--- src/rtl/serial_subtractor_ctrl_pkg.sv ---
// serial_sub_pkg: shared types and defaults for the bit-serial subtractor.
//   sub_state_t           controller state encoding (IDLE, SHIFT, DONE)
//   SERIAL_SUB_DEFAULT_N  default operand/result width
package serial_sub_pkg;

    typedef enum logic [1:0] {
        IDLE,
        SHIFT,
        DONE
    } sub_state_t;

    localparam int SERIAL_SUB_DEFAULT_N = 4;

endpackage

--- src/rtl/serial_subtractor_ctrl_fs.sv ---
// full_subtractor: single-bit subtractor cell, diff = a - b - bin.
// Ports:
//   i_a, i_b, i_bin  minuend bit, subtrahend bit, borrow in
//   o_diff           difference bit
//   o_bout           borrow out
module full_subtractor (
    input  logic i_a,
    input  logic i_b,
    input  logic i_bin,
    output logic o_diff,
    output logic o_bout
);

    assign o_diff = i_a ^ i_b ^ i_bin;
    // Borrow when b exceeds a, or when they match and a borrow is pending.
    assign o_bout = (~i_a & i_b) | (~(i_a ^ i_b) & i_bin);

endmodule

--- src/rtl/serial_subtractor_ctrl.sv ---
// serial_subtractor_ctrl: bit-serial N-bit subtractor, result = a - b.
// Operands are latched on an accepted start and fed LSB first, one bit pair
// per clock, through one full_subtractor cell. The cell's borrow is
// registered as the next bit's borrow in; diff bits shift into the result
// from the MSB end so the result is aligned after N shifts.
// Optional feature macro: SERIAL_SUB_OVF_EN (adds o_ovf, signed overflow).
// Ports:
//   i_clk, i_rst_n   clock (rising edge), synchronous active-low reset
//   i_start          request, accepted only in IDLE
//   i_a, i_b         minuend / subtrahend, sampled on accepted start
//   o_busy           high while shifting
//   o_done           one-cycle pulse, result/borrow valid
//   o_result         a - b modulo 2^N
//   o_borrow_out     1 when a < b (unsigned)
//   o_ovf            signed overflow (SERIAL_SUB_OVF_EN only)
module serial_subtractor_ctrl
    import serial_sub_pkg::*;
#(
    parameter int N = SERIAL_SUB_DEFAULT_N
) (
    input  logic         i_clk,
    input  logic         i_rst_n,
    input  logic         i_start,
    input  logic [N-1:0] i_a,
    input  logic [N-1:0] i_b,
    output logic         o_busy,
    output logic         o_done,
    output logic [N-1:0] o_result,
`ifdef SERIAL_SUB_OVF_EN
    output logic         o_ovf,
`endif
    output logic         o_borrow_out
);

    localparam int CNT_W = (N > 1) ? $clog2(N) : 1;

    sub_state_t         r_state;
    sub_state_t         w_next;
    logic [N-1:0]       r_a_sh;
    logic [N-1:0]       r_b_sh;
    logic [N-1:0]       r_result;
    logic [CNT_W-1:0]   r_cnt;
    logic               r_brw;
    logic               r_borrow_out;
    logic               w_diff;
    logic               w_bout;
    logic               w_last;

    full_subtractor u_fs (
        .i_a    (r_a_sh[0]),
        .i_b    (r_b_sh[0]),
        .i_bin  (r_brw),
        .o_diff (w_diff),
        .o_bout (w_bout)
    );

    // Final bit pair is on the cell during the last SHIFT cycle.
    assign w_last = (r_state == SHIFT) && (r_cnt == CNT_W'(N - 1));

    always_comb begin
        w_next = r_state;
        o_busy = 1'b0;
        o_done = 1'b0;
        case (r_state)
            IDLE:  if (i_start) w_next = SHIFT;
            SHIFT: begin
                o_busy = 1'b1;
                if (w_last) w_next = DONE;
            end
            DONE:  begin
                o_done = 1'b1;
                w_next = IDLE;
            end
            default: w_next = IDLE;
        endcase
    end

    always_ff @(posedge i_clk) begin
        if (!i_rst_n) begin
            r_state      <= IDLE;
            r_a_sh       <= '0;
            r_b_sh       <= '0;
            r_result     <= '0;
            r_cnt        <= '0;
            r_brw        <= 1'b0;
            r_borrow_out <= 1'b0;
        end else begin
            r_state <= w_next;
            if (r_state == IDLE && i_start) begin
                r_a_sh <= i_a;
                r_b_sh <= i_b;
                r_brw  <= 1'b0;
                r_cnt  <= '0;
            end else if (r_state == SHIFT) begin
                r_a_sh   <= {1'b0, r_a_sh[N-1:1]};
                r_b_sh   <= {1'b0, r_b_sh[N-1:1]};
                r_result <= {w_diff, r_result[N-1:1]};
                r_brw    <= w_bout;
                r_cnt    <= r_cnt + 1'b1;
                if (w_last) r_borrow_out <= w_bout;
            end
        end
    end

`ifdef SERIAL_SUB_OVF_EN
    logic r_ovf;

    // Signed overflow: borrow into the MSB differs from borrow out of it.
    always_ff @(posedge i_clk) begin
        if (!i_rst_n)    r_ovf <= 1'b0;
        else if (w_last) r_ovf <= r_brw ^ w_bout;
    end

    assign o_ovf = r_ovf;
`endif

    assign o_result     = r_result;
    assign o_borrow_out = r_borrow_out;

endmodule

--- config.mk ---
export PLATFORM = sky130hd
export DESIGN_NAME = serial_subtractor_ctrl
export DESIGN_NICKNAME = d
export VERILOG_FILES = /design/src/rtl/serial_subtractor_ctrl_pkg.sv /design/src/rtl/serial_subtractor_ctrl_fs.sv /design/src/rtl/serial_subtractor_ctrl.sv
export SDC_FILE = /design/constraint.sdc
export NUM_CORES = 1
export LEC_CHECK = 0
export ABC_AREA = 1
export CAP_MARGIN = 20
export CORE_ASPECT_RATIO = 0.75
export CORE_MARGIN = 2
export CORE_UTILIZATION = 40
export CTS_BUF_LIST = sky130_fd_sc_hd__clkbuf_2
export DETAILED_ROUTE_END_ITERATION = 7
export GPL_TIMING_DRIVEN = 0
export HOLD_SLACK_MARGIN = 0.1
export MAX_ROUTING_LAYER = met4
export PLACE_DENSITY = 0.7
export REMOVE_ABC_BUFFERS = 1
export SYNTH_ARGS = -nofsm -noshare
export SYNTH_HDL_FRONTEND = slang
export SYNTH_SLANG_ARGS = --single-unit
--- constraint.sdc ---
create_clock -name i_clk -period 1.5 [get_ports i_clk]
set_input_delay 0.15 -clock i_clk [delete_from_list [all_inputs] [get_ports i_clk]]
set_output_delay 0.15 -clock i_clk [all_outputs]
set_load 0.03 [all_outputs]
Word level (Yosys, flattened, before mapping)
Index checks and enable logic that the tools add are counted.

Order comparisons: 0. Multiplexer cells: 9. Eq/ne operators: 5. $add $sub $neg: 1. Reduce and logical (&&, ||, !) cells: 8. Bitwise gates (word level): 9. Shift operators: 0. Div/mod/pow operators: 0. $mul: 0.

Operator list (number): 4-bit two-way mux (4); 2-bit == test (second input constant) (2); 2-bit two-way mux (2); 2-bit != test (second input constant) (2); 1-bit inverter (4); 2-bit one-hot mux with 2 select lines (1); 2-bit AND reduction (2); 3-bit AND reduction (1); 2-bit by 1-bit adder with 2-bit output (second input constant) (1); 1-bit AND (2); 2-bit by 1-bit == test with 1-bit output (second input constant) (1); 1-bit logical AND (2); 2-bit zero test (1); 1-bit two-way mux (2); 2-bit nonzero test (1); 2-bit OR reduction (1); 1-bit bitwise XOR (2); 1-bit bitwise OR (1).

Output and inout bits: 7. Memory bits (writable): 0. Bits in latches: 0. ROM bits: 0. Input bits: 11. Register bits: 18. Logic and storage cells: 39. Memories kept: 0.

Logic depth before layout (Yosys ltp)
Gate-level depths: netlist of run 1.

Depth after elaboration: 4. Mapped depth: 8. Gate-level depth less buffers: 6.

Cells and area by module
From an unflattened synthesis of run 1, not the netlist that was laid out.

Cells, all modules: 112. Area, all modules: 834.6 um2.

Modules (own cells, without submodules): serial_subtractor_ctrl (area each 803.3 um2, instances 1, cells each 108, sequential area each 360.3 um2); full_subtractor (area each 31.3 um2, instances 1, cells each 4, sequential area each 0.0 um2).

Worst setup path after synthesis of run 1
OpenSTA, ideal clock, no wires.

Kind: reg-to-output. From: reg r_state[1]. To: out o_done. Slack: 387 ps. Data required time: 1350 ps. Arrival time: 963 ps. Stages on the path, launching flop included: 3. Buffers on the path: 0. Cell sequence: dfxtp_1 > inv_2 > nor2_1.

Word-level cells in the longest chain between the ends: 2.

RTL lines: start, declared (RTL line serial_subtractor_ctrl.sv:37) `sub_state_t r_state;`; start signal, assigned (RTL line serial_subtractor_ctrl.sv:88) `r_state <= w_next;`; 2-bit == test (RTL line serial_subtractor_ctrl.sv:64) `case (r_state)`; 1-bit two-way mux (RTL line serial_subtractor_ctrl.sv:64); end, declared (RTL line serial_subtractor_ctrl.sv:27) `output logic o_done,`.

No other way between the ends.

Worst setup path after layout of run 1
From: reg r_state[0]. To: out o_busy.

Word-level cells in the longest chain between the ends: 2.

RTL lines: 2-bit by 1-bit == test with 1-bit output (RTL line serial_subtractor_ctrl.sv:64); 1-bit two-way mux (RTL line serial_subtractor_ctrl.sv:64); end, declared (RTL line serial_subtractor_ctrl.sv:26) `output logic o_busy,`.

No other way between the ends.

==> results.md, run 1 <==
* Site Rows at 14
* CTS tree: built
* Unrepaired setup endpoints after global routing: no
* Post-Synth XOR/XNOR Area at 1.05%
* WL met3 at 89 um
* Layout fillers at 203
* Total GRT Usage at 15.2%
* Final hold viol count at 0
* Detail Placement HPWL at 1210 um
* Pin count of the biggest net entering global routing at 11
* Worst slew pin tran at 346 ps
* Synth area leader: dfxtp_1
* Final period demand of the worst path at 1380 ps
* Net Sw Frac at 29.7%
* Clock slew at reported path FFs at 160 ps
* Setup Skew at 6.60 ps
* Slowest cell on crit path: dfxtp_4
* Area Overhead vs Synth at 24.3%
* Peak VDD IR at 0.000773 V
* DRT antenna net count at 0
* DRT iter0 DRCs at 18
* Sequential fraction of the synthesis area at 43.1%
* Seq pwr share at 58.1%
* Nature of the critical path endpoint: primary output
* Most common cell after layout, fill and taps aside: nand2_1
* Cells along the critical path: inv_2 > nor2_4 > clkdlybuf4s15_2
* Via count at 739
* TNS Setup at 0 ps
* Final Non-Filler Cells at 154
* DR WL/cell at 11.0 um
* Worst Path Required at 1350 ps
* Compound-gate portion of the synthesized area at 10.0%
* Fin Hold WS at 393 ps
* CP Buf/Inv Count at 2
* Simple-gate share of the synthesized area at 32.2%
* Wire length on met2 at 784 um
* Initial antenna violation count at 0
* Slowest stage delay, CP at 460 ps
* Status: completed
* # nets final at 145
* Comb power frac at 20.6%
* Synth Warn # at 0
* Final Power at 0.916 mW
* Slew headroom at 76.8%
* Die Wd at 56.8 um
* H-tree levels at 1
* Mapped Cells at 113
* Grt total ovfl at 0
* Fraction of layout cells with a size suffix above 1 at 13.1%
* Setup violations, final at 0
* RR Startpoint: r_b_sh[0]
* Crit Path Max Fanout at 8
* Most frequent cells in the layout: nand2_1 (27), nor2_1 (18), dfxtp_1 (16)
* Largest family of logic cells by synthesized area: simple AND/OR/NAND/NOR gates
* Slew Viols, Final at 0
* Post-synthesis mux area share at 0%
* Main area contributors after synthesis: dfxtp_1 (43%), nand2_1 (12%), nor2_1 (8.1%), nand3_1 (7.2%), a21oi_1 (3.6%)
* Maximum clock rate at 0.725 GHz
* Core area at 0.00200 sq mm
* Flops & latches, synth at 18
* Final critical-path share of the clock period at 92.0%
* Area after DPL at 0.00100 sq mm
* Setup CP Type: reg -> out
* DR pass1 iterations at 6
* Placed insts at 150
* Wire length of the first global-routing pass at 2770 um
* Initial Util at 41.9%
* Clock sink count at 18
* DRC at 0
* Highest Signal Layer: met3
* Crit start category: flop
* # port buffers at 17
* Routability-driven placement congestion ratio at 0.778
* Top cell type's share of synthesized area at 43.1%
* CP startpoint: r_state[0]
* Int Power at 0.644 mW
* Synthesized area at 836 sq um
* Die Y at 43.6 um
* Post-synthesis adder-cell area fraction at 3.89%
* Root buf cell: clkbuf_2
* I/O pin cnt at 18
* Vias in the first global route at 627
* # diodes at 0
* Syn_area_per_cell at 7.40 sq um
* Die area at 0.00247 sq mm
* Hold Path Origin: i_a[3]
* Clk buf depth at 2
* CP arrival at 1230 ps
* Routed wire length at 1690 um
* Power per Cell Area at 882 mW/mm^2
* P_leak at 0.512 nW
* Sw power at 0.272 mW
* Metal1 wirelength at 814 um
* Inserted Clock Buffers at 3
* Worst-Skew Late Latency at 290 ps
* Cell area after layout at 0.00104 sq mm
* Worst Hold Class: in -> reg
* Clock power frac at 21.4%
* Netlist cell types at 20
* MaxCap Viol Count at 0
* Crit path max-delay family: flip-flops
* Vias/cell at 4.80
==> kinds of logic after synthesis <==
family / after synthesis
AOI/OAI and AO/OA: 14
xor gates and xnor gates: 1
adders and majority gates: 2
buffers and inverters: 17
DFF: 18
and+or+nand+nor: 61
==> tightest hold or removal path, delay by kind of cell <==
kind / cells / cell delay, ps
AOI/OAI and AO/OA: 1 / 50
and+or+nand+nor: 1 / 60
buffers and inverters: 1 / 400
==> through the flow <==
stage / utilization, % / worst slack (ps)
2_1_floorplan: - / 228
3_3_place_gp: 50.3 / -281
3_5_place_dp: 50.3 / -294
4_1_cts: 51.6 / 1.91
5_1_grt: 52.0 / 31.1
6_report: 52.0 / 121
==> synth_stat cells <==
cell      instances
nand2_1          27
dfxtp_1          18
nor2_1           18
nand3_1          12
inv_1             8
a21oi_1           6
inv_2             4
o21ai_0           3
o21ai_1           3
buf_2             2
buf_6             2
nor2_4            2
clkinv_1          1
fa_1              1
ha_1              1
nand2_2           1
nand2_4           1
o21a_1            1
o21ai_4           1
xor2_1            1
==> flip-flops by register name (all words and copies together), names as in the netlist <==
signal	flops
o_borrow_out	1
o_result	4
r_a_sh	4
r_b_sh	4
r_brw	1
r_cnt	2
r_state	2
==> path summary, 6_finish.rpt <==
kind / end / slack [ps] / cells past startpoint
worst max register to register: r_brw / 300 / 5
worst max-delay path: o_busy / 120 / 3
worst min-delay path: r_a_sh[3] / 390 / 3
worst min register to register: o_borrow_out / 480 / 2
==> final cells by class <==
cell class                      count  area, sq um  share of cell area [%]
Inverter                           13         48.8                    4.70
Sequential cell                    18          365                    35.2
Timing Repair Buffer               18          185                    17.8
Clock buffer                        3         15.0                    1.45
Tap cell                           24         30.0                    2.89
Multi-Input combinational cell     78          394                    38.0
==> routing by layer <==
layer / global-route usage [%] / up-vias
met1: 19.2 / 335
met5: - / -
met2: 23.0 / 18
met3: 6.57 / 0
li1: - / 386
met4: 2.79 / 0
==> power by group through the flow <==
stage          sequential [mW]  clock, mW  combinational [mW]
2_1_floorplan            0.557          0              0.0948
3_3_place_gp             0.541          0               0.184
3_5_place_dp             0.543          0               0.188
4_1_cts                  0.532      0.204               0.190
5_1_grt                  0.538      0.225               0.207
6_report                 0.532      0.196               0.189
==> what timing repair did <==
action,4_1_cts,5_1_grt
setup endpoints to repair,4,4
buffers inserted,1,0
pin swaps,1,0
endpoints found under the hold margin,0,0
gates resized for setup,10,4
hold buffers,0,0
Power figures use the tool's default switching activity.
==> run 2, diff against run 1 <==
--- a/config.mk
+++ b/config.mk
@@ -19,4 +19,5 @@
 export REMOVE_ABC_BUFFERS = 1
 export SYNTH_ARGS = -nofsm -noshare
 export SYNTH_HDL_FRONTEND = slang
+export SYNTH_HIERARCHICAL = 1
 export SYNTH_SLANG_ARGS = --single-unit
==> results.md, run 2 <==
* Vias in the first global route at 628
* Top FF cell, synth: dfxtp_1
* Synthesized area at 835 sq um
* Core Util, Final at 52.6%
* H-tree levels at 1
* Main area contributors after synthesis: dfxtp_1 (43%), nand2_1 (13%), nor2_1 (7.2%), nand3_1 (6.6%), inv_1 (5.4%)
* Worst Path Required at 1350 ps
* Final WS setup at 138 ps
* Worst Hold Class: in -> reg
* Top cell type's share of synthesized area at 43.2%
* Status: completed
* Area of the multi-input gates at 392 sq um
* Clk buf depth at 2
* Unrepaired setup endpoints after global routing: no
* Inserted Clock Buffers at 3
* Slew Viols, Final at 0
* Area after DPL at 0.00101 sq mm
* Number of synthesized flops with an enable pin at 0
* Final Power at 0.922 mW
* Synth Warn # at 6
* DR pass1 iterations at 4
* Met3 Use GR at 4.48%
* Most frequent cells after synthesis: nand2_1 (28), dfxtp_1 (18), nor2_1 (16), inv_1 (12), nand3_1 (11)
* I/O pin cnt at 18
* Area Overhead vs Synth at 25.9%
* CTS tree: built
* Wire length of the first global-routing pass at 2690 um
* DRT iter0 DRCs at 18
* Sequential fraction of the synthesis area at 43.2%
* Mapped Cells at 112
* Final period demand of the worst path at 1360 ps
* Initial Util at 41.8%
* Storage element area at 365 sq um
* CP arrival at 1210 ps
* Die area at 0.00247 sq mm
* Synth area leader: dfxtp_1
* # diodes at 0
* Clock sink count at 18
* Routing usage on met1 at 17.5%
* Die Y at 43.6 um
* Syn_area_per_cell at 7.45 sq um
* Power per Cell Area at 877 mW/mm^2
* P_leak at 0.521 nW
* Final hold viol count at 0
* # port buffers at 17
* Cts hold-fix bufs at 0
* DRC at 0
* Worst slew pin tran at 367 ps
* Slew headroom at 75.5%
* Grt total ovfl at 0
* Detail Placement HPWL at 1200 um
* R2R cell count at 5
* Pin count of the biggest net entering global routing at 13
* Nature of the critical path endpoint: primary output
* Via count at 731
* Worst-Skew Late Latency at 310 ps
* Async S/R FF share, synth at 0%
* Top-count cell post-synth: nand2_1
* DR WL/cell at 10.4 um
* Fraction of layout cells with a size suffix above 1 at 14.3%
* Root buf cell: clkbuf_2
* DRT antenna net count at 0
* Setup slack at placement at -253 ps
* Maximum clock rate at 0.734 GHz
* Layout fillers at 211
* Final critical-path share of the clock period at 90.8%
* Most common cell after layout, fill and taps aside: nand2_1
* Cell area after layout at 0.00105 sq mm
* Peak VDD IR at 0.000634 V
* Vias/cell at 4.66
* Placed insts at 150
* Clock slew at reported path FFs at 160 ps
* Flops & latches, synth at 18
* Die Wd at 56.7 um
* Site Rows at 14
* Setup CP Type: reg -> out
* Final Non-Filler Cells at 157
* Most used routing layer: met2
* Setup Skew at 7.16 ps
* Setup violations, final at 0
* Initial antenna violation count at 0
* Netlist cell types at 19
* GRT met2 Usage at 22.3%
* Core area at 0.00200 sq mm
* Hold Path Stages at 3
* Routed wire length at 1640 um
* Crit start category: flop
* Routability-driven placement congestion ratio at 0.749
* MaxCap Viol Count at 0
* Most frequent cells in the layout: nand2_1 (28), nor2_1 (16), dfxtp_1 (16)
* Crit Path Max Fanout at 6
* # nets final at 148
* Total GRT Usage at 14.9%
## run 2: cell types whose count changed after synthesis, sizes merged, moves of 2 or more
cell / change
o21ai: -2
inv: +2
nor2: -2
a21oi: +2
nand2: +2
## run 2: final timing paths
check | start | end | slack (ps)
worst max-delay path | r_state[1] | o_done | 140
worst min-delay path | i_a[3] | r_a_sh[3] | 380
worst max register to register | r_b_sh[0] | r_brw | 370
worst min register to register | r_b_sh[3] | r_b_sh[3] | 480
## run 2: cells by family (layout without fill, tap and decap cells)
logic type | count (synthesis) | after routing | synth area share [%]
compound gates | 14 | 14 | 10.0
flops | 18 | 18 | 43.2
fa+ha+maj | 2 | 2 | 3.90
simple gates | 60 | 60 | 31.9
xor+xnor | 1 | 1 | 1.05
buf+inv | 17 | 38 | 9.89
## run 2: power by group
group	leakage (nW)	internal, mW	switching [mW]	total, mW
sequential	0.149	0.508	0.0241	0.533
combinational	0.360	0.0848	0.107	0.192
clock	0.0125	0.0545	0.143	0.197
total	0.521	0.648	0.274	0.922
## run 2: worst max-delay path, stage by stage, from the launching register on
cell             delay, ps
dfxtp_2                430
inv_2                   90
nor2_1                  90
clkdlybuf4s15_2        300
## run 2: metal layers
metal	part of all wire (%)	vias to the layer above
li1	-	391
met1	49	323
met2	46	14
met3	3.7	3
met4	1.0	0
met5	0	-
## run 2: cell type report
type	count	area share, %
clock buffers	3	1.43
inverters	14	5.24
multi-input cells	77	37.3
flip-flops and latches	18	34.8
well taps	24	2.86
repair buffers	21	18.5
## run 2: what timing repair did
action / in CTS / in global routing
setup endpoints to repair: 6 / 3
gates resized for setup: 12 / 4
pin swaps: 0 / 1
setup buffers: 0 / 4
## run 2: metrics by stage
stage | TNS [ps] | hold slack (ps)
floorplan | 0 | 268
global placement | -263 | 454
global route | 0 | 356
detailed placement | -253 | 464
CTS | -61.4 | 379
finish | 0 | 384
